--- src/rtl/pp_block_buffer_if.sv ---
// Handshake bundle for pp_block_buffer: write stream in, read stream out, bank status.
// The buffer connects through the slave modport; the producer/consumer side uses master.
interface pp_block_buffer_if #(
   parameter int DATA_W = 1
);
   logic              in_valid;
   logic              in_ready;
   logic [DATA_W-1:0] in_data;
   logic              out_valid;
   logic              out_ready;
   logic [DATA_W-1:0] out_data;
   logic              out_sob;
   logic              out_eob;
   logic [1:0]        bank_full;

   modport master (
      output in_valid, in_data, out_ready,
      input  in_ready, out_valid, out_data, out_sob, out_eob, bank_full
   );

   modport slave (
      input  in_valid, in_data, out_ready,
      output in_ready, out_valid, out_data, out_sob, out_eob, bank_full
   );
endinterface

--- src/rtl/pp_block_buffer.sv ---
// Ping-pong block buffer: one bank fills while the other drains, valid/ready on both sides.
// Optional early block close via `define PPBUF_FLUSH_EN (adds the flush port and per-bank lengths).
module pp_block_buffer #(
   parameter int DATA_W    = 1,
   parameter int BLOCK_LEN = 192,
   localparam int CNT_W    = $clog2(BLOCK_LEN)
) (
   input  logic            clk,
   input  logic            resetN,
`ifdef PPBUF_FLUSH_EN
   input  logic            flush,
`endif
   pp_block_buffer_if.slave bus
);

   localparam logic [CNT_W-1:0] LAST_IDX = CNT_W'(BLOCK_LEN - 1);

   logic              wr_bank_q, wr_bank_d;
   logic              rd_bank_q, rd_bank_d;
   logic [CNT_W-1:0]  wr_cnt_q, wr_cnt_d;
   logic [CNT_W-1:0]  rd_cnt_q, rd_cnt_d;
   logic [1:0]        full_q, full_d;
   logic [DATA_W-1:0] mem_q [2][BLOCK_LEN];

   logic              wr_fire;
   logic              rd_fire;
   logic              wr_close;
   logic              rd_end;
   logic [CNT_W-1:0]  rd_last;

`ifdef PPBUF_FLUSH_EN
   logic [CNT_W:0]    len_q [2];
   logic [CNT_W:0]    len_d [2];
   logic [CNT_W:0]    close_len;
`endif

   always_comb begin
      wr_fire = bus.in_valid && !full_q[wr_bank_q];
      rd_fire = full_q[rd_bank_q] && bus.out_ready;
`ifdef PPBUF_FLUSH_EN
      // A natural end-of-block write wins over flush, so the block is always BLOCK_LEN then.
      if (wr_fire && wr_cnt_q == LAST_IDX)
         close_len = (CNT_W+1)'(BLOCK_LEN);
      else
         close_len = {1'b0, wr_cnt_q} + {{CNT_W{1'b0}}, wr_fire};
      wr_close = (wr_fire && wr_cnt_q == LAST_IDX) || (flush && close_len != '0);
      rd_last  = CNT_W'(len_q[rd_bank_q] - (CNT_W+1)'(1));
`else
      wr_close = wr_fire && wr_cnt_q == LAST_IDX;
      rd_last  = LAST_IDX;
`endif
      rd_end    = rd_fire && rd_cnt_q == rd_last;

      wr_bank_d = wr_bank_q ^ wr_close;
      wr_cnt_d  = wr_close ? '0 : wr_cnt_q + CNT_W'(wr_fire);
      rd_bank_d = rd_bank_q ^ rd_end;
      rd_cnt_d  = rd_end ? '0 : rd_cnt_q + CNT_W'(rd_fire);

      // Write closes a non-full bank and read ends a full one, so they never collide.
      full_d = full_q;
      if (wr_close) full_d[wr_bank_q] = 1'b1;
      if (rd_end)   full_d[rd_bank_q] = 1'b0;
`ifdef PPBUF_FLUSH_EN
      len_d = len_q;
      if (wr_close) len_d[wr_bank_q] = close_len;
`endif
   end

   always_ff @(posedge clk or negedge resetN) begin
      if (!resetN) begin
         wr_bank_q <= 1'b0;
         rd_bank_q <= 1'b0;
         wr_cnt_q  <= '0;
         rd_cnt_q  <= '0;
         full_q    <= 2'b00;
`ifdef PPBUF_FLUSH_EN
         len_q[0]  <= '0;
         len_q[1]  <= '0;
`endif
      end else begin
         wr_bank_q <= wr_bank_d;
         rd_bank_q <= rd_bank_d;
         wr_cnt_q  <= wr_cnt_d;
         rd_cnt_q  <= rd_cnt_d;
         full_q    <= full_d;
`ifdef PPBUF_FLUSH_EN
         len_q     <= len_d;
`endif
      end
   end

   always_ff @(posedge clk) begin
      if (wr_fire) mem_q[wr_bank_q][wr_cnt_q] <= bus.in_data;
   end

   assign bus.in_ready  = !full_q[wr_bank_q];
   assign bus.out_valid = full_q[rd_bank_q];
   assign bus.out_data  = full_q[rd_bank_q] ? mem_q[rd_bank_q][rd_cnt_q] : '0;
   assign bus.out_sob   = full_q[rd_bank_q] && rd_cnt_q == '0;
   assign bus.out_eob   = full_q[rd_bank_q] && rd_cnt_q == rd_last;
   assign bus.bank_full = full_q;

endmodule

--- src/flat_wrapper.sv ---
// flat-port wrapper written by rule: the top's interface ports become plain ports
module pp_block_buffer_flat 
#(
   parameter int DATA_W    = 1,
   parameter int BLOCK_LEN = 192,
   localparam int CNT_W    = $clog2(BLOCK_LEN)
)
  (clk, resetN, bus_in_valid, bus_in_data, bus_out_ready, bus_in_ready, bus_out_valid, bus_out_data, bus_out_sob, bus_out_eob, bus_bank_full);
  pp_block_buffer_if #(.DATA_W(DATA_W)) bus_i ();
  input  logic clk;
  input  logic resetN;
  input wire logic [$bits(bus_i.in_valid)-1:0] bus_in_valid;
  input wire logic [$bits(bus_i.in_data)-1:0] bus_in_data;
  input wire logic [$bits(bus_i.out_ready)-1:0] bus_out_ready;
  output wire logic [$bits(bus_i.in_ready)-1:0] bus_in_ready;
  output wire logic [$bits(bus_i.out_valid)-1:0] bus_out_valid;
  output wire logic [$bits(bus_i.out_data)-1:0] bus_out_data;
  output wire logic [$bits(bus_i.out_sob)-1:0] bus_out_sob;
  output wire logic [$bits(bus_i.out_eob)-1:0] bus_out_eob;
  output wire logic [$bits(bus_i.bank_full)-1:0] bus_bank_full;
  assign bus_i.in_valid = bus_in_valid;
  assign bus_i.in_data = bus_in_data;
  assign bus_i.out_ready = bus_out_ready;
  assign bus_in_ready = bus_i.in_ready;
  assign bus_out_valid = bus_i.out_valid;
  assign bus_out_data = bus_i.out_data;
  assign bus_out_sob = bus_i.out_sob;
  assign bus_out_eob = bus_i.out_eob;
  assign bus_bank_full = bus_i.bank_full;
  pp_block_buffer #(.DATA_W(DATA_W), .BLOCK_LEN(BLOCK_LEN)) u_core (.clk(clk), .resetN(resetN), .bus(bus_i));
endmodule
--- config.mk ---
export PLATFORM = sky130hd
export DESIGN_NAME = pp_block_buffer_flat
export DESIGN_NICKNAME = d
export VERILOG_FILES = /design/src/rtl/pp_block_buffer_if.sv /design/src/rtl/pp_block_buffer.sv /design/src/flat_wrapper.sv
export SDC_FILE = /design/constraint.sdc
export NUM_CORES = 1
export LEC_CHECK = 0
export BUFFER_PORTS_ARGS = -buffer_cell sky130_fd_sc_hd__buf_2
export CAP_MARGIN = 20
export CORE_MARGIN = 4
export CORE_UTILIZATION = 59
export CTS_CLUSTER_DIAMETER = 40
export CTS_CLUSTER_SIZE = 24
export DETAILED_ROUTE_END_ITERATION = 8
export PLACE_DENSITY = 0.76
export SLEW_MARGIN = 30
export SYNTH_ARGS = -nofsm -noshare
export SYNTH_HDL_FRONTEND = slang
export SYNTH_SLANG_ARGS = --single-unit
--- constraint.sdc ---
create_clock -name clk -period 7.5 [get_ports clk]
set_clock_uncertainty 0.1 [all_clocks]
set_input_delay 0.75 -clock clk [delete_from_list [all_inputs] [get_ports clk]]
set_output_delay 0.75 -clock clk [all_outputs]
set_load 0.01 [all_outputs]
# --- Yosys cells after proc, flatten, opt, wreduce, memory -nomap -nowiden ---
# Memory sizes are Yosys's and may differ from the RTL's.
# Index checks and enable logic that the tools add are counted.
# Widths: inputs -> output; s select.
totals:
  ff_bits: 20
  latch_bits: 0
  ram_bits: 384
  rom_bits: 0
  inputBits: 5
  out_inout_bits: 7
  word_cells: 55
  memories: 1
memory_table:
  columns: ["name", "words", "word_bits", "read_ports", "rd_clocked_by_memory_dff", "wr", "line", "source"]
  rows:
  - ["u_core.mem_q", 2, 192, 1, 0, 1, "pp_block_buffer.sv:23", "logic [DATA_W-1:0] mem_q [2][BLOCK_LEN];"]
classes:
  n_addsub: 2
  n_mul: 0
  div_mod_pow: 0
  n_lt_le_gt_ge: 7
  n_eq_ne: 2
  shifts: 0
  mux: 20
  n_bitwise: 7
  reduce_logical: 11
ops:
  columns: ["operator", "count"]
  rows:
  - ["$mux 192", 1]
  - ["$ge 9x9->1 const B", 2]
  - ["$not 8->9", 2]
  - ["$add 8x1->8", 2]
  - ["$eq 8x8->1 const B", 2]
  - ["$mux 8", 2]
  - ["$mux 1", 11]
  - ["$logic_and 1x1->1", 9]
  - ["$lt 9x1->1 const B", 1]
  - ["$bmux 1 s8", 1]
  - ["$demux 1 s8", 1]
  - ["$logic_not 8->1", 1]
  - ["$lt 1x2->1 const B", 2]
  - ["$mux 2", 2]
  - ["$and 2x2->2", 1]
  - ["$demux 1 s1", 2]
  - ["$ge 1x1->1 const B", 2]
  - ["$not 2->2", 1]
  - ["$or 2x2->2", 1]
  - ["$xor 1x1->1", 2]
  - ["$logic_not 1->1", 1]

# --- Depth between registers and ports, before layout ---
# Gate-level depths: netlist (run 1).
depth:
  ltp_word: 8
  ltp_mapped: 11
  ltp_nobuf: 9

# --- Worst setup path before layout (run 1) ---
# No wires, ideal clock.
synth_timing:
  kind: "flip-flop to output port"
  start: "register u_core.rd_cnt_q[0]"
  end: "output port bus_out_data"
  t_arrival_ns: 2.109
  required_ns: 6.650
  slack_ns: 4.541
  path_stages_with_launch: 8
  n_path_buf: 3
  path_cell_list: "dfrtp_1 buf_6 buf_4 buf_2 mux4_2 a2111oi_0 nor4_1 a211o_1"
synth_between:
  elab_chain_cells: 5
synth_rtl:
  columns: ["item", "line", "source"]
  rows:
  - ["start, declared", "pp_block_buffer.sv:21", "logic [CNT_W-1:0] rd_cnt_q, rd_cnt_d;"]
  - ["start signal, assigned", "pp_block_buffer.sv:84", "rd_cnt_q <= rd_cnt_d;"]
  - ["$not 8->9 (implied by the code)", "pp_block_buffer.sv:98", "assign bus.out_data = full_q[rd_bank_q] ? mem_q[rd_bank_q][rd_cnt_q] : '0;"]
  - ["$bmux 1 s8", "pp_block_buffer.sv:98", null]
  - ["$mux 1 (implied by the code) (2 in a row)", "pp_block_buffer.sv:98", null]
  - ["$mux 1", "pp_block_buffer.sv:98", null]
  - ["end, declared", "flat_wrapper.sv:17", "output wire logic [$bits(bus_i.out_data)-1:0] bus_out_data;"]
# Every way passes these cells. The select of a mux whose other input is x is not followed.

# --- Worst setup path in the final report (run 1) ---
layout_timing:
  start: "register u_core.rd_cnt_q[2]"
  end: "output port bus_out_data"
# Same word-level chain as after synthesis.

==> metrics.json, run 1 <==
{
  "yosys": {
    "synth_async_sr_flop_share_pct": 4.95,
    "synth-seq-cells": 404,
    "syn_area_mm2": 0.0177,
    "yosys_most_used_dff": "sky130_fd_sc_hd__edfxtp_1",
    "syn-mean-instance-area_um2": 13.9,
    "synth.yosys.warnings": 0,
    "synth_area_leader_cell": "sky130_fd_sc_hd__edfxtp_1",
    "synth.net_count": 1285,
    "synth_seq_area_share_pct": 67.8,
    "synth_edf_count": 384,
    "post_synth_num_cell_types": 54,
    "ys_top_cells_by_area": "sky130_fd_sc_hd__edfxtp_1 (65%), sky130_fd_sc_hd__mux4_2 (10%), sky130_fd_sc_hd__nor2_1 (8.8%), sky130_fd_sc_hd__dfrtp_1 (2.8%), sky130_fd_sc_hd__nand2_1 (1.7%)",
    "number_of_instances_in_the_synthesized_netlist": 1274,
    "synth_top_area_share_pct": 65.0
  },
  "clocking": {
    "numCtsBuffers": 47,
    "cts_hold_repair.buffers": 0,
    "cts.clk_slew.worst_paths_ns": 0.06,
    "cts_max_path_buffers": 3,
    "cts_num_sinks": 404,
    "cts-root-buf": "sky130_fd_sc_hd__clkbuf_16",
    "cts.htree.levels": 2,
    "post_cts_buffers": 0,
    "insertion_delay_ns": 0.55,
    "cts_tree": "built",
    "post_cts.resized_instances": 0
  },
  "die": {
    "core-area_mm2": 0.0296,
    "placement_rows": 63,
    "chipHeight_um": 181,
    "io_pins": 12,
    "fp.dieW_um": 181,
    "die_area_mm2": 0.0329,
    "initial_util_pct": 59.9
  },
  "setup_path": {
    "worst_ep_required_time_ns": 6.65,
    "slowest_stage": "sky130_fd_sc_hd__nor4_1",
    "crit_path_end_kind": "output pin",
    "cp_common_cell": "sky130_fd_sc_hd__buf_4",
    "timing.critical_path.from_type": "flop",
    "cp_max_fo": 13,
    "critical_path.cell_chain": "buf_4 > nor2_1 > buf_4 > a311oi_1 > a41oi_1 > a32oi_1 > nor4_1 > a211o_1 > buf_2",
    "timing_worst_setup_path_type": "reg2out",
    "max_stage_delay_ns": 0.74,
    "critPathArrivalTime_ns": 4.32
  },
  "sta": {
    "worst_slew_margin_relative_to_its_limit_pct": 30.4,
    "timing.final.crit_share_pct": 68.9,
    "fmax_mhz": 194,
    "slew_of_the_pin_with_the_lowest_slew_margin_ns": 1.04,
    "finalSetupViolations": 0,
    "final-hold-violation-count": 0,
    "setup_total_negative_slack_ns": 0,
    "timing_max_transition_violations_final": 0,
    "post-route-min-period_ns": 5.17,
    "setup_repair_after_global_routing_missed_its_margin": "false"
  },
  "cells_and_area": {
    "syn_to_final_growth_pct": 11.2,
    "final-instance-count-excl-fill": 1691,
    "final_common_cell": "sky130_fd_sc_hd__nor2_1",
    "insertedDiodeCount": 0,
    "layout_common_cells": "sky130_fd_sc_hd__nor2_1 (415), sky130_fd_sc_hd__edfxtp_1 (384), sky130_fd_sc_hd__nand2_1 (79), sky130_fd_sc_hd__mux4_2 (79), sky130_fd_sc_hd__clkbuf_16 (50)",
    "layout-drive-gt1-share_pct": 16.1,
    "final_net_count": 1274
  },
  "global_route": {
    "vias_in_the_first_global_route": 10914,
    "overflow": 0,
    "maximum_number_of_pins_on_one_net_before_global_route_repair": 141,
    "grt_first_pass_wirelength_um": 64600,
    "global_route.usage.total_pct": 25.8,
    "grt_antenna_before_repair": 0
  },
  "drt": {
    "dr_total_vias": 10992,
    "dr.pass1.iters": 5,
    "route.detailed.drc": 0,
    "viasPerCell": 6.50,
    "wl_um": 42500,
    "ant_nets": 0,
    "route.detailed.wl_per_inst_um": 25.1,
    "drt_iter0_markers": 1710
  },
  "place": {
    "routabilityCongestion": 0.853,
    "place_inst": 1603,
    "place.port_buffers": 11,
    "hpwlAfterDp_um": 24100
  },
  "outcome": {
    "status": "completed"
  },
  "flow_run": {
    "maxCapViolCount": 0
  },
  "pwr": {
    "pwr_density_cell_mw_per_mm2": 304,
    "worst_ir_drop_vdd_mv": 0.322,
    "leakage_power_nw": 6.21
  },
  "worst_hold_path": {
    "min_path_type": "in2async"
  }
}
==> state kept, by name, summed over array words and instances, names as in the netlist <==
| register | flops |
|---|---|
| u_core.mem_q | 384 |
| u_core.rd_bank_q | 1 |
| u_core.wr_bank_q | 1 |
| u_core.rd_cnt_q | 8 |
| u_core.bus.bank_full | 2 |
| u_core.wr_cnt_q | 8 |
==> kinds of logic (layout without fill, tap and decap cells) <==
| logic type | after synthesis | count (layout) | share of synthesized area, % |
|---|---|---|---|
| AND/OR/NAND/NOR | 564 | 564 | 12.8 |
| flip-flops | 404 | 404 | 67.8 |
| multiplexers | 115 | 115 | 12.6 |
| buffers and inverters | 107 | 134 | 3.15 |
| AO/OA/AOI/OAI | 66 | 66 | 2.66 |
| XOR/XNOR | 12 | 12 | 0.592 |
| adder cells (fa/ha/maj) | 6 | 6 | 0.423 |
==> layer usage <==
layer  track usage (%)  up-vias  routed length [um]
met1              36.5     5599               16000
met3              5.59      112                4580
li1                  -     4625                   -
met2              41.1      656               20400
met4              8.02        0                1460
met5                 0        -                   0
==> final cells by class <==
| cell class | count | area, um2 |
|---|---|---|
| clock inverters | 30 | 405 |
| well taps | 390 | 488 |
| flip-flops and latches | 404 | 12000 |
| repair buffers | 38 | 303 |
| clock buffers | 57 | 1300 |
| multi-input cells | 763 | 5160 |
| inverters | 9 | 33.8 |
| fillers | 2084 | 9910 |
==> worst max-delay path, delay by kind of cell, from the launching register on <==
kind            cells  cell delay, ns
buf+inv             3            0.86
simple gates        2            1.47
flops               1            0.62
compound gates      4            0.79
==> where the power goes <==
part	internal, mW	switching, mW	leakage [nW]	total (mW)
logic	0.327	0.582	1.70	0.909
registers	2.51	0.128	3.70	2.64
clock network	1.50	0.952	0.817	2.45
==> stage by stage <==
| stage | utilization, % | power (mW) | cell area (um2) | setup slack (ns) | hold slack [ns] |
|---|---|---|---|---|---|
| 5_1_grt | 66.6 | 6.20 | 19700 | 2.25 | 0.0647 |
| 6_report | 66.6 | 6.00 | 19700 | 2.33 | 0.0478 |
| 3_5_place_dp | 60.7 | 3.57 | 18000 | 3.07 | 0.503 |
| 3_3_place_gp | 60.7 | 3.55 | 18000 | 3.06 | 0.464 |
| 4_1_cts | 66.5 | 6.01 | 19700 | 2.47 | 0.0411 |
| 2_1_floorplan | - | 3.29 | 17700 | 4.54 | 0.354 |
==> path summary, 6_finish.rpt <==
check / from / endpoint / slack [ns] / depth (start not counted)
setup / recovery: u_core.rd_cnt_q[2] / bus_out_data / 2.33 / 9
hold / removal: resetN / u_core.wr_cnt_q[0] / 0.05 / 1
setup reg to reg: u_core.rd_bank_q / u_core.bus.bank_full[0] / 4.19 / 5
hold reg to reg: u_core.wr_cnt_q[6] / u_core.wr_cnt_q[6] / 0.54 / 2
max in group asynchronous: resetN / u_core.rd_cnt_q[0] / 6.89 / 1
min in group clk: u_core.wr_cnt_q[6] / u_core.wr_cnt_q[6] / 0.54 / 2
==> cell usage after synthesis (3+ instances only) <==
| cell | count |
|---|---|
| sky130_fd_sc_hd__a311oi_1 | 3 |
| sky130_fd_sc_hd__nand3_1 | 19 |
| sky130_fd_sc_hd__nor4_1 | 7 |
| sky130_fd_sc_hd__a221oi_1 | 4 |
| sky130_fd_sc_hd__buf_6 | 10 |
| sky130_fd_sc_hd__buf_2 | 10 |
| sky130_fd_sc_hd__nor2_1 | 415 |
| sky130_fd_sc_hd__xnor2_1 | 5 |
| sky130_fd_sc_hd__mux2_2 | 5 |
| sky130_fd_sc_hd__mux2i_1 | 26 |
| sky130_fd_sc_hd__nand4_1 | 4 |
| sky130_fd_sc_hd__a211oi_1 | 4 |
| sky130_fd_sc_hd__buf_4 | 5 |
| sky130_fd_sc_hd__mux4_2 | 79 |
| sky130_fd_sc_hd__clkbuf_1 | 67 |
| sky130_fd_sc_hd__dfrtp_1 | 20 |
| sky130_fd_sc_hd__nor3b_1 | 3 |
| sky130_fd_sc_hd__mux4_1 | 5 |
| sky130_fd_sc_hd__o21ai_0 | 6 |
| sky130_fd_sc_hd__edfxtp_1 | 384 |
| sky130_fd_sc_hd__xor2_1 | 7 |
| sky130_fd_sc_hd__a31oi_1 | 3 |
| sky130_fd_sc_hd__a22o_1 | 3 |
| sky130_fd_sc_hd__nand2_1 | 79 |
| sky130_fd_sc_hd__and3_1 | 3 |
| sky130_fd_sc_hd__nor3_1 | 9 |
| sky130_fd_sc_hd__nor2b_1 | 16 |
| sky130_fd_sc_hd__a2111oi_0 | 3 |
| sky130_fd_sc_hd__inv_1 | 8 |
| sky130_fd_sc_hd__a21oi_1 | 14 |
| sky130_fd_sc_hd__ha_1 | 6 |
| sky130_fd_sc_hd__o21ai_1 | 3 |
| sky130_fd_sc_hd__a22oi_1 | 10 |
Power figures use the tool's default switching activity.
==> inputs of run 2 (changes only) <==
--- a/config.mk
+++ b/config.mk
@@ -8,11 +8,11 @@
 export BUFFER_PORTS_ARGS = -buffer_cell sky130_fd_sc_hd__buf_2
 export CAP_MARGIN = 20
 export CORE_MARGIN = 4
-export CORE_UTILIZATION = 59
+export CORE_UTILIZATION = 57
 export CTS_CLUSTER_DIAMETER = 40
 export CTS_CLUSTER_SIZE = 24
 export DETAILED_ROUTE_END_ITERATION = 8
-export PLACE_DENSITY = 0.76
+export PLACE_DENSITY = 0.77
 export SLEW_MARGIN = 30
 export SYNTH_ARGS = -nofsm -noshare
 export SYNTH_HDL_FRONTEND = slang
==> constraint.sdc (replaced) <==
create_clock -name clk -period 4.4 [get_ports clk]
set_clock_uncertainty 0.1 [all_clocks]
set_input_delay 0.44 -clock clk [delete_from_list [all_inputs] [get_ports clk]]
set_output_delay 0.44 -clock clk [all_outputs]
set_load 0.01 [all_outputs]
==> run 2 against run 1 <==
Net effect: utilization fell by 1.8 points; critical path depth is 2 lower; hold slack better by 0.16 ns; global-route usage is 0.12 points lower; via count fell by 0.17%; flip-flop and latch count did not move; combinational power is 86% higher; sequential power up 66%; setup slack got worse by 2.1 ns; critical path type unchanged; critical endpoint unchanged.
==> metrics.json, run 2 (synthesis gave the netlist of run 1 again) <==
{
  "outcome": {
    "status": "completed"
  },
  "drt": {
    "route.detailed.drc": {"value": 0, "change": "unchanged"},
    "ant_nets": {"value": 0, "change": "unchanged"},
    "route.detailed.wl_per_inst": {"value": 25.1, "unit": "um", "change": "-0.26%"},
    "dr.pass1.iters": {"value": 5, "change": "unchanged"},
    "viasPerCell": {"value": 6.41, "change": "-1.5%"},
    "dr_total_vias": {"value": 10973, "change": "-0.17%"},
    "wl": {"value": 42900, "unit": "um", "change": "+1.0%"},
    "drt_iter0_markers": {"value": 1446, "change": "-15%"}
  },
  "setup_path": {
    "critPathArrivalTime": {"value": 3.67, "unit": "ns", "change": "-0.65 ns"},
    "crit_path_end_kind": "output pin",
    "worstSetupStartpoint": "u_core.rd_bank_q",
    "timing.critical_path.from_type": "flop",
    "reg2reg_from": "u_core.rd_cnt_q[1]",
    "ff2ff_setup_slack": {"value": 1.14, "unit": "ns", "change": "-3.05 ns"},
    "worst_ep_required_time": {"value": 3.86, "unit": "ns", "change": "-2.79 ns"},
    "timing_worst_setup_path_type": "reg2out",
    "cp_max_fo": {"value": 38, "change": "+25"},
    "r2r_cells": {"value": 8, "change": "+3"},
    "r2r-end": "u_core.bus.bank_full[1]"
  },
  "pwr": {
    "netSwitchingFraction": {"value": 28.2, "unit": "%", "change": "+0.55 points"},
    "total_power": {"value": 10.2, "unit": "mW", "change": "+70%"},
    "pwr_density_cell": {"value": 514, "unit": "mW/mm2", "change": "+69%"},
    "leakage_power": {"value": 6.29, "unit": "nW", "change": "+1.2%"},
    "power_frac_seq": {"value": 43.0, "unit": "%", "change": "-1.0 points"},
    "worst_ir_drop_vdd": {"value": 0.487, "unit": "mV", "change": "+51%"},
    "internal_power_consumption": {"value": 7.33, "unit": "mW", "change": "+69%"},
    "pwr-share-clk": {"value": 40.5, "unit": "%", "change": "-0.4 points"},
    "p_switching": {"value": 2.88, "unit": "mW", "change": "+74%"},
    "p_comb_share": {"value": 16.5, "unit": "%", "change": "+1.4 points"}
  },
  "cells_and_area": {
    "final_common_cell": "sky130_fd_sc_hd__nor2_1",
    "insertedDiodeCount": {"value": 0, "change": "unchanged"},
    "layout-drive-gt1-share": {"value": 17.2, "unit": "%", "change": "+1.0 points"},
    "syn_to_final_growth_pct": 11.9,
    "layout_common_cells": "sky130_fd_sc_hd__nor2_1 (415), sky130_fd_sc_hd__edfxtp_1 (384), sky130_fd_sc_hd__mux4_2 (79), sky130_fd_sc_hd__nand2_1 (77), sky130_fd_sc_hd__clkbuf_16 (49)",
    "final_net_count": {"value": 1290, "change": "+1.3%"},
    "layout_top_registers": "u_core.mem_q: 384 flops, u_core.rd_cnt_q: 8 flops, u_core.wr_cnt_q: 8 flops",
    "largest_register_ffs": {"value": 384, "change": "unchanged"},
    "nFillCells": {"value": 2129, "change": "+2.2%"},
    "regMostFlops": "u_core.mem_q"
  },
  "flow_run": {
    "maxCapViolCount": {"value": 0, "change": "unchanged"}
  },
  "die": {
    "chipHeight": {"value": 184, "unit": "um", "change": "+1.7%"},
    "io_pins": {"value": 12, "change": "unchanged"},
    "initial_util": {"value": 57.8, "unit": "%", "change": "-2.0 points"},
    "fp.dieW": {"value": 184, "unit": "um", "change": "+1.7%"},
    "placement_rows": {"value": 64, "change": "+1.6%"},
    "die_area": {"value": 0.0340, "unit": "mm2", "change": "+3.4%"},
    "core-area": {"value": 0.0307, "unit": "mm2", "change": "+3.5%"}
  },
  "worst_hold_path": {
    "min_path_type": "in2reg",
    "destination_of_the_worst_hold_path": "u_core.mem_q[0][86]",
    "holdPathStages": 1,
    "holdCritStartpoint": "bus_in_data"
  },
  "place": {
    "place.port_buffers": {"value": 11, "change": "unchanged"},
    "hpwlAfterDp": {"value": 25400, "unit": "um", "change": "+5.4%"},
    "routabilityCongestion": {"value": 0.857, "change": "+0.46%"}
  },
  "global_route": {
    "grt_antenna_before_repair": {"value": 1, "change": "+1"},
    "overflow": {"value": 0, "change": "unchanged"},
    "global_route.usage.total": {"value": 25.7, "unit": "%", "change": "-0.12 points"},
    "grt_first_pass_wirelength": {"value": 65200, "unit": "um", "change": "+0.93%"},
    "maximum_number_of_pins_on_one_net_before_global_route_repair": {"value": 190, "change": "+35%"},
    "vias_in_the_first_global_route": {"value": 10893, "change": "-0.19%"}
  },
  "sta": {
    "fmax_mhz": 238,
    "setup_total_negative_slack": {"value": 0, "unit": "ns", "change": "unchanged"},
    "finalSetupViolations": {"value": 0, "change": "unchanged"},
    "setup_repair_after_global_routing_missed_its_margin": "false",
    "final-hold-violation-count": {"value": 0, "change": "unchanged"},
    "worst_slew_margin_relative_to_its_limit": {"value": 28.4, "unit": "%", "change": "-2.0 points"},
    "post-route-min-period_ns": 4.21,
    "slew_of_the_pin_with_the_lowest_slew_margin": {"value": 1.07, "unit": "ns", "change": "+0.0221 ns"},
    "fin_worst_hold_slack": {"value": 0.205, "unit": "ns", "change": "+0.157 ns"},
    "timing_max_transition_violations_final": {"value": 0, "change": "unchanged"},
    "timing.final.crit_share_pct": 95.6
  },
  "clocking": {
    "cts_tree": "built",
    "cts.clk_slew.worst_paths": {"value": 0.06, "unit": "ns", "change": "about the same"},
    "cts_num_sinks": {"value": 404, "change": "unchanged"},
    "cts-root-buf": "sky130_fd_sc_hd__clkbuf_16",
    "cts_max_path_buffers": {"value": 3, "change": "unchanged"},
    "cts.htree.levels": {"value": 2, "change": "unchanged"},
    "numCtsBuffers": {"value": 48, "change": "+2.1%"},
    "insertion_delay": {"value": 0.55, "unit": "ns", "change": "about the same"}
  }
}
## run 2: cell count changes in the layout (fill, tap and decap cells not counted), sizes merged
cell and change:
bufinv -1, buf +15, clkinv +5, clkinvlp +1, clkbuf -6, dlygate4sd3 +1, inv +1
## run 2: how the worst max path moves through the flow
stage,end,slack [ns]
floorplan,bus_out_data,1.75
global placement,bus_out_data,0.72
detailed placement,bus_out_data,0.76
CTS,bus_out_data,0.20
global route,bus_out_data,0.05
finish,bus_out_data,0.19
## run 2: critical path, cell delays in order, from the launching register on
cell and delay [ns]:
sky130_fd_sc_hd__dfrtp_4 0.91, sky130_fd_sc_hd__mux4_1 0.65, sky130_fd_sc_hd__mux2i_1 0.13, sky130_fd_sc_hd__o21ai_0 0.09, sky130_fd_sc_hd__a211oi_1 0.65, sky130_fd_sc_hd__nor4_1 0.18
sky130_fd_sc_hd__a211o_1 0.31, sky130_fd_sc_hd__buf_2 0.15
## run 2: power groups by stage
stage               combinational [mW]  sequential [mW]  clock [mW]
finish                            1.69             4.39        4.13
global route                      1.79             4.40        4.35
CTS                               1.67             4.39        4.17
detailed placement                1.66             4.47           0
global placement                  1.62             4.46           0
floorplan                         1.19             4.41           0
## run 2: layer usage
metal	vias up	GRT usage [%]	part of all wire (%)
li1	4674	-	-
met1	5591	36.7	39
met2	596	38.7	46
met3	110	7.70	11
met4	2	8.02	3.2
met5	-	0	0.030
## run 2: final cells by class
cell class	count	area, um2	area share, %
Clock buffer	52	1240	6.23
Clock inverter	36	450	2.27
Inverter	9	33.8	0.170
Sequential cell	404	12000	60.6
Tap cell	396	495	2.50
Multi-Input combinational cell	763	5160	26.0
Timing Repair Buffer	53	440	2.22
## run 2: stage by stage
| stage | cells | instance area, um2 | setup WS, ns | utilization, % |
|---|---|---|---|---|
| 6_report | 1713 | 19900 | 0.192 | 64.7 |
| 5_1_grt | 1713 | 19900 | 0.0461 | 64.7 |
| 4_1_cts | 1712 | 19800 | 0.198 | 64.6 |
| 3_5_place_dp | 1623 | 18100 | 0.757 | 59.1 |
| 3_3_place_gp | 1623 | 18100 | 0.724 | 59.1 |
| 2_1_floorplan | 1274 | 17700 | 1.75 | - |
## run 2: timing repair
item / 4_1_cts / 5_1_grt
hold buffers: 1 / 0
resized for setup: 0 / 0
hold endpoints to repair: 20 / 0
buffers inserted: 0 / 0
==> inputs of run 3 (changes only) <==
--- a/config.mk
+++ b/config.mk
@@ -5,14 +5,14 @@
 export SDC_FILE = /design/constraint.sdc
 export NUM_CORES = 1
 export LEC_CHECK = 0
-export BUFFER_PORTS_ARGS = -buffer_cell sky130_fd_sc_hd__buf_2
+export BUFFER_PORTS_ARGS = -buffer_cell sky130_fd_sc_hd__buf_4
 export CAP_MARGIN = 20
 export CORE_MARGIN = 4
 export CORE_UTILIZATION = 57
 export CTS_CLUSTER_DIAMETER = 40
 export CTS_CLUSTER_SIZE = 24
 export DETAILED_ROUTE_END_ITERATION = 8
-export PLACE_DENSITY = 0.77
+export PLACE_DENSITY = 0.76
 export SLEW_MARGIN = 30
 export SYNTH_ARGS = -nofsm -noshare
 export SYNTH_HDL_FRONTEND = slang
==> run 3 against run 2 <==
Net effect: hold slack better by 0.020 ns; critical path depth is 1 higher; utilization is 0.69 points lower; global-route usage hardly changed.
==> metrics.json, run 3 (synthesis gave the netlist of run 1 again) <==
{
  "outcome": {
    "status": "completed"
  },
  "sta": {
    "fmax": {"value": 240, "unit": "MHz", "change": "+0.99%"},
    "setup_repair_after_global_routing_missed_its_margin": "false",
    "timing_max_transition_violations_final": {"value": 0, "change": "unchanged"},
    "timing.final.crit_share": {"value": 94.7, "unit": "%", "change": "-0.94 points"},
    "worst_slew_margin_relative_to_its_limit": {"value": 32.6, "unit": "%", "change": "+4.1 points"},
    "finalSetupViolations": {"value": 0, "change": "unchanged"},
    "setup_total_negative_slack": {"value": 0, "unit": "ns", "change": "unchanged"},
    "post-route-min-period": {"value": 4.17, "unit": "ns", "change": "-0.0413 ns"},
    "final-hold-violation-count": {"value": 0, "change": "unchanged"},
    "slew_of_the_pin_with_the_lowest_slew_margin": {"value": 1.01, "unit": "ns", "change": "-0.0559 ns"}
  },
  "clocking": {
    "cts_max_path_buffers": {"value": 3, "change": "unchanged"},
    "cts_tree": "built",
    "cts-root-buf": "sky130_fd_sc_hd__clkbuf_16",
    "numCtsBuffers": {"value": 44, "change": "-8.3%"},
    "cts.clk_slew.worst_paths": {"value": 0.07, "unit": "ns", "change": "about the same"},
    "cts_num_sinks": {"value": 404, "change": "unchanged"},
    "insertion_delay": {"value": 0.54, "unit": "ns", "change": "about the same"},
    "post_cts_buffers": {"value": 0, "change": "unchanged"},
    "cts.htree.levels": {"value": 2, "change": "unchanged"}
  },
  "drt": {
    "dr_total_vias": {"value": 10947, "change": "-0.24%"},
    "route.detailed.wl_per_inst": {"value": 25.2, "unit": "um", "change": "+0.60%"},
    "viasPerCell": {"value": 6.43, "change": "+0.35%"},
    "dr.pass1.iters": {"value": 7, "change": "+2"},
    "wl": {"value": 42900, "unit": "um", "change": "about the same"},
    "drt_iter0_markers": {"value": 1543, "change": "+6.7%"},
    "route.detailed.drc": {"value": 0, "change": "unchanged"},
    "ant_nets": {"value": 0, "change": "unchanged"}
  },
  "cells_and_area": {
    "nFillCells": {"value": 2230, "change": "+4.7%"},
    "final_cell_area": {"value": 0.0196, "unit": "mm2", "change": "-1.1%"},
    "regMostFlops": "u_core.mem_q",
    "layout_common_cells": "sky130_fd_sc_hd__nor2_1 (415), sky130_fd_sc_hd__edfxtp_1 (384), sky130_fd_sc_hd__mux4_2 (79), sky130_fd_sc_hd__nand2_1 (77)",
    "layout_top_registers": "u_core.mem_q: 384 flops, u_core.rd_cnt_q: 8 flops, u_core.wr_cnt_q: 8 flops",
    "total_area_of_sequential_cells": {"value": 0.0120, "unit": "mm2", "change": "unchanged"},
    "syn_to_final_growth_pct": 10.7,
    "final_common_cell": "sky130_fd_sc_hd__nor2_1",
    "insertedDiodeCount": {"value": 0, "change": "unchanged"},
    "multi_input_area": {"value": 0.00516, "unit": "mm2", "change": "about the same"},
    "final_net_count": {"value": 1283, "change": "-0.54%"},
    "layout-drive-gt1-share": {"value": 16.4, "unit": "%", "change": "-0.71 points"},
    "largest_register_ffs": {"value": 384, "change": "unchanged"}
  },
  "pwr": {
    "worst_ir_drop_vdd": {"value": 0.328, "unit": "mV", "change": "-33%"},
    "leakage_power": {"value": 6.17, "unit": "nW", "change": "-1.9%"},
    "pwr_density_cell": {"value": 501, "unit": "mW/mm2", "change": "-2.6%"}
  },
  "die": {
    "core-area": {"value": 0.0307, "unit": "mm2", "change": "unchanged"},
    "chipHeight": {"value": 184, "unit": "um", "change": "unchanged"},
    "die_area": {"value": 0.0340, "unit": "mm2", "change": "unchanged"},
    "fp.dieW": {"value": 184, "unit": "um", "change": "unchanged"},
    "io_pins": {"value": 12, "change": "unchanged"},
    "initial_util": {"value": 57.8, "unit": "%", "change": "unchanged"},
    "placement_rows": {"value": 64, "change": "unchanged"}
  },
  "setup_path": {
    "cp_max_fo": {"value": 32, "change": "-16%"},
    "critPathArrivalTime": {"value": 3.63, "unit": "ns", "change": "-0.04 ns"},
    "timing.critical_path.from_type": "flop",
    "crit_path_end_kind": "output pin",
    "timing_worst_setup_path_type": "reg2out",
    "worst_ep_required_time": {"value": 3.86, "unit": "ns", "change": "about the same"}
  },
  "place": {
    "routabilityCongestion": {"value": 0.894, "change": "+4.4%"},
    "place.port_buffers": {"value": 11, "change": "unchanged"},
    "placed_area": {"value": 0.0181, "unit": "mm2", "change": "about the same"},
    "hpwlAfterDp": {"value": 25000, "unit": "um", "change": "-1.3%"}
  },
  "global_route": {
    "overflow": {"value": 0, "change": "unchanged"},
    "top_usage_layer": "met2",
    "vias_in_the_first_global_route": {"value": 10752, "change": "-1.3%"},
    "grt_use_met3": {"value": 7.64, "unit": "%", "change": "-0.059 points"},
    "grt_first_pass_wirelength": {"value": 65100, "unit": "um", "change": "about the same"},
    "use_met2": {"value": 38.9, "unit": "%", "change": "+0.19 points"},
    "maximum_number_of_pins_on_one_net_before_global_route_repair": {"value": 154, "change": "-19%"},
    "global_route.usage.total": {"value": 25.7, "unit": "%", "change": "+0.044 points"},
    "grt_antenna_before_repair": {"value": 0, "change": "-1"},
    "grt_use_met1": {"value": 36.5, "unit": "%", "change": "-0.21 points"}
  },
  "worst_hold_path": {
    "min_path_type": "in2async"
  },
  "flow_run": {
    "maxCapViolCount": {"value": 0, "change": "unchanged"}
  }
}
-- run 3: cell count changes in the layout (fill, tap and decap cells not counted), sizes merged --
cell and delta:
inv -2, clkbuf -1, buf -4, bufinv -3
-- run 3: final timing paths --
kind,startpoint,end,slack [ns],depth (start not counted)
worst max-delay path,u_core.rd_cnt_q[0],bus_out_data,0.23,8
worst min-delay path,resetN,u_core.wr_cnt_q[3],0.22,2
worst max register to register,u_core.wr_bank_q,u_core.mem_q[0][84],1.33,6
worst min register to register,u_core.rd_cnt_q[7],u_core.rd_cnt_q[7],0.53,2
max in group asynchronous,resetN,u_core.rd_bank_q,3.71,2
min in group clk,bus_in_valid,u_core.wr_cnt_q[0],0.32,5
-- run 3: final cells by class --
type | instances | share of cell area [%]
clock buffers | 50 | 5.94
clock inverters | 31 | 1.71
inverters | 9 | 0.172
multi-input cells | 763 | 26.3
flip-flops and latches | 404 | 61.3
well taps | 396 | 2.52
repair buffers | 50 | 2.08
-- run 3: metrics by stage --
stage               util [%]  power (mW)  setup WS, ns  instances  hold WS (ns)
floorplan                  -        5.60          1.75       1274        0.0444
global placement        59.1        6.10         0.861       1621         0.244
detailed placement      59.1        6.14         0.837       1621         0.249
CTS                     64.0        9.85         0.221       1703         0.210
global route            64.0        10.2        0.0488       1703         0.239
finish                  64.0        9.84         0.233       1703         0.224
-- run 3: repair_timing --
action,CTS,global route
endpoints found under the setup margin,0,0
resized for setup,0,0
endpoints found under the hold margin,20,0
hold buffers,1,0
-- run 3: per-layer routing --
metal	routed length, um	vias up
met5	0	-
met1	16200	5577
met3	5040	107
met2	20100	613
li1	-	4650
met4	1560	0
-- run 3: power breakdown --
part	leakage (nW)	switching (mW)	internal (mW)
registers	3.70	0.158	4.28
clock network	0.711	1.61	2.15
logic	1.76	1.08	0.573
-- run 3: critical path, cell delays in order, from the launching register on --
cell	delay [ns]
sky130_fd_sc_hd__dfrtp_4	0.81
sky130_fd_sc_hd__buf_4	0.44
sky130_fd_sc_hd__mux4_1	0.38
sky130_fd_sc_hd__mux2i_1	0.15
sky130_fd_sc_hd__o21ai_0	0.13
sky130_fd_sc_hd__a211oi_1	0.51
sky130_fd_sc_hd__nor4_1	0.16
sky130_fd_sc_hd__a211o_1	0.32
sky130_fd_sc_hd__buf_4	0.17
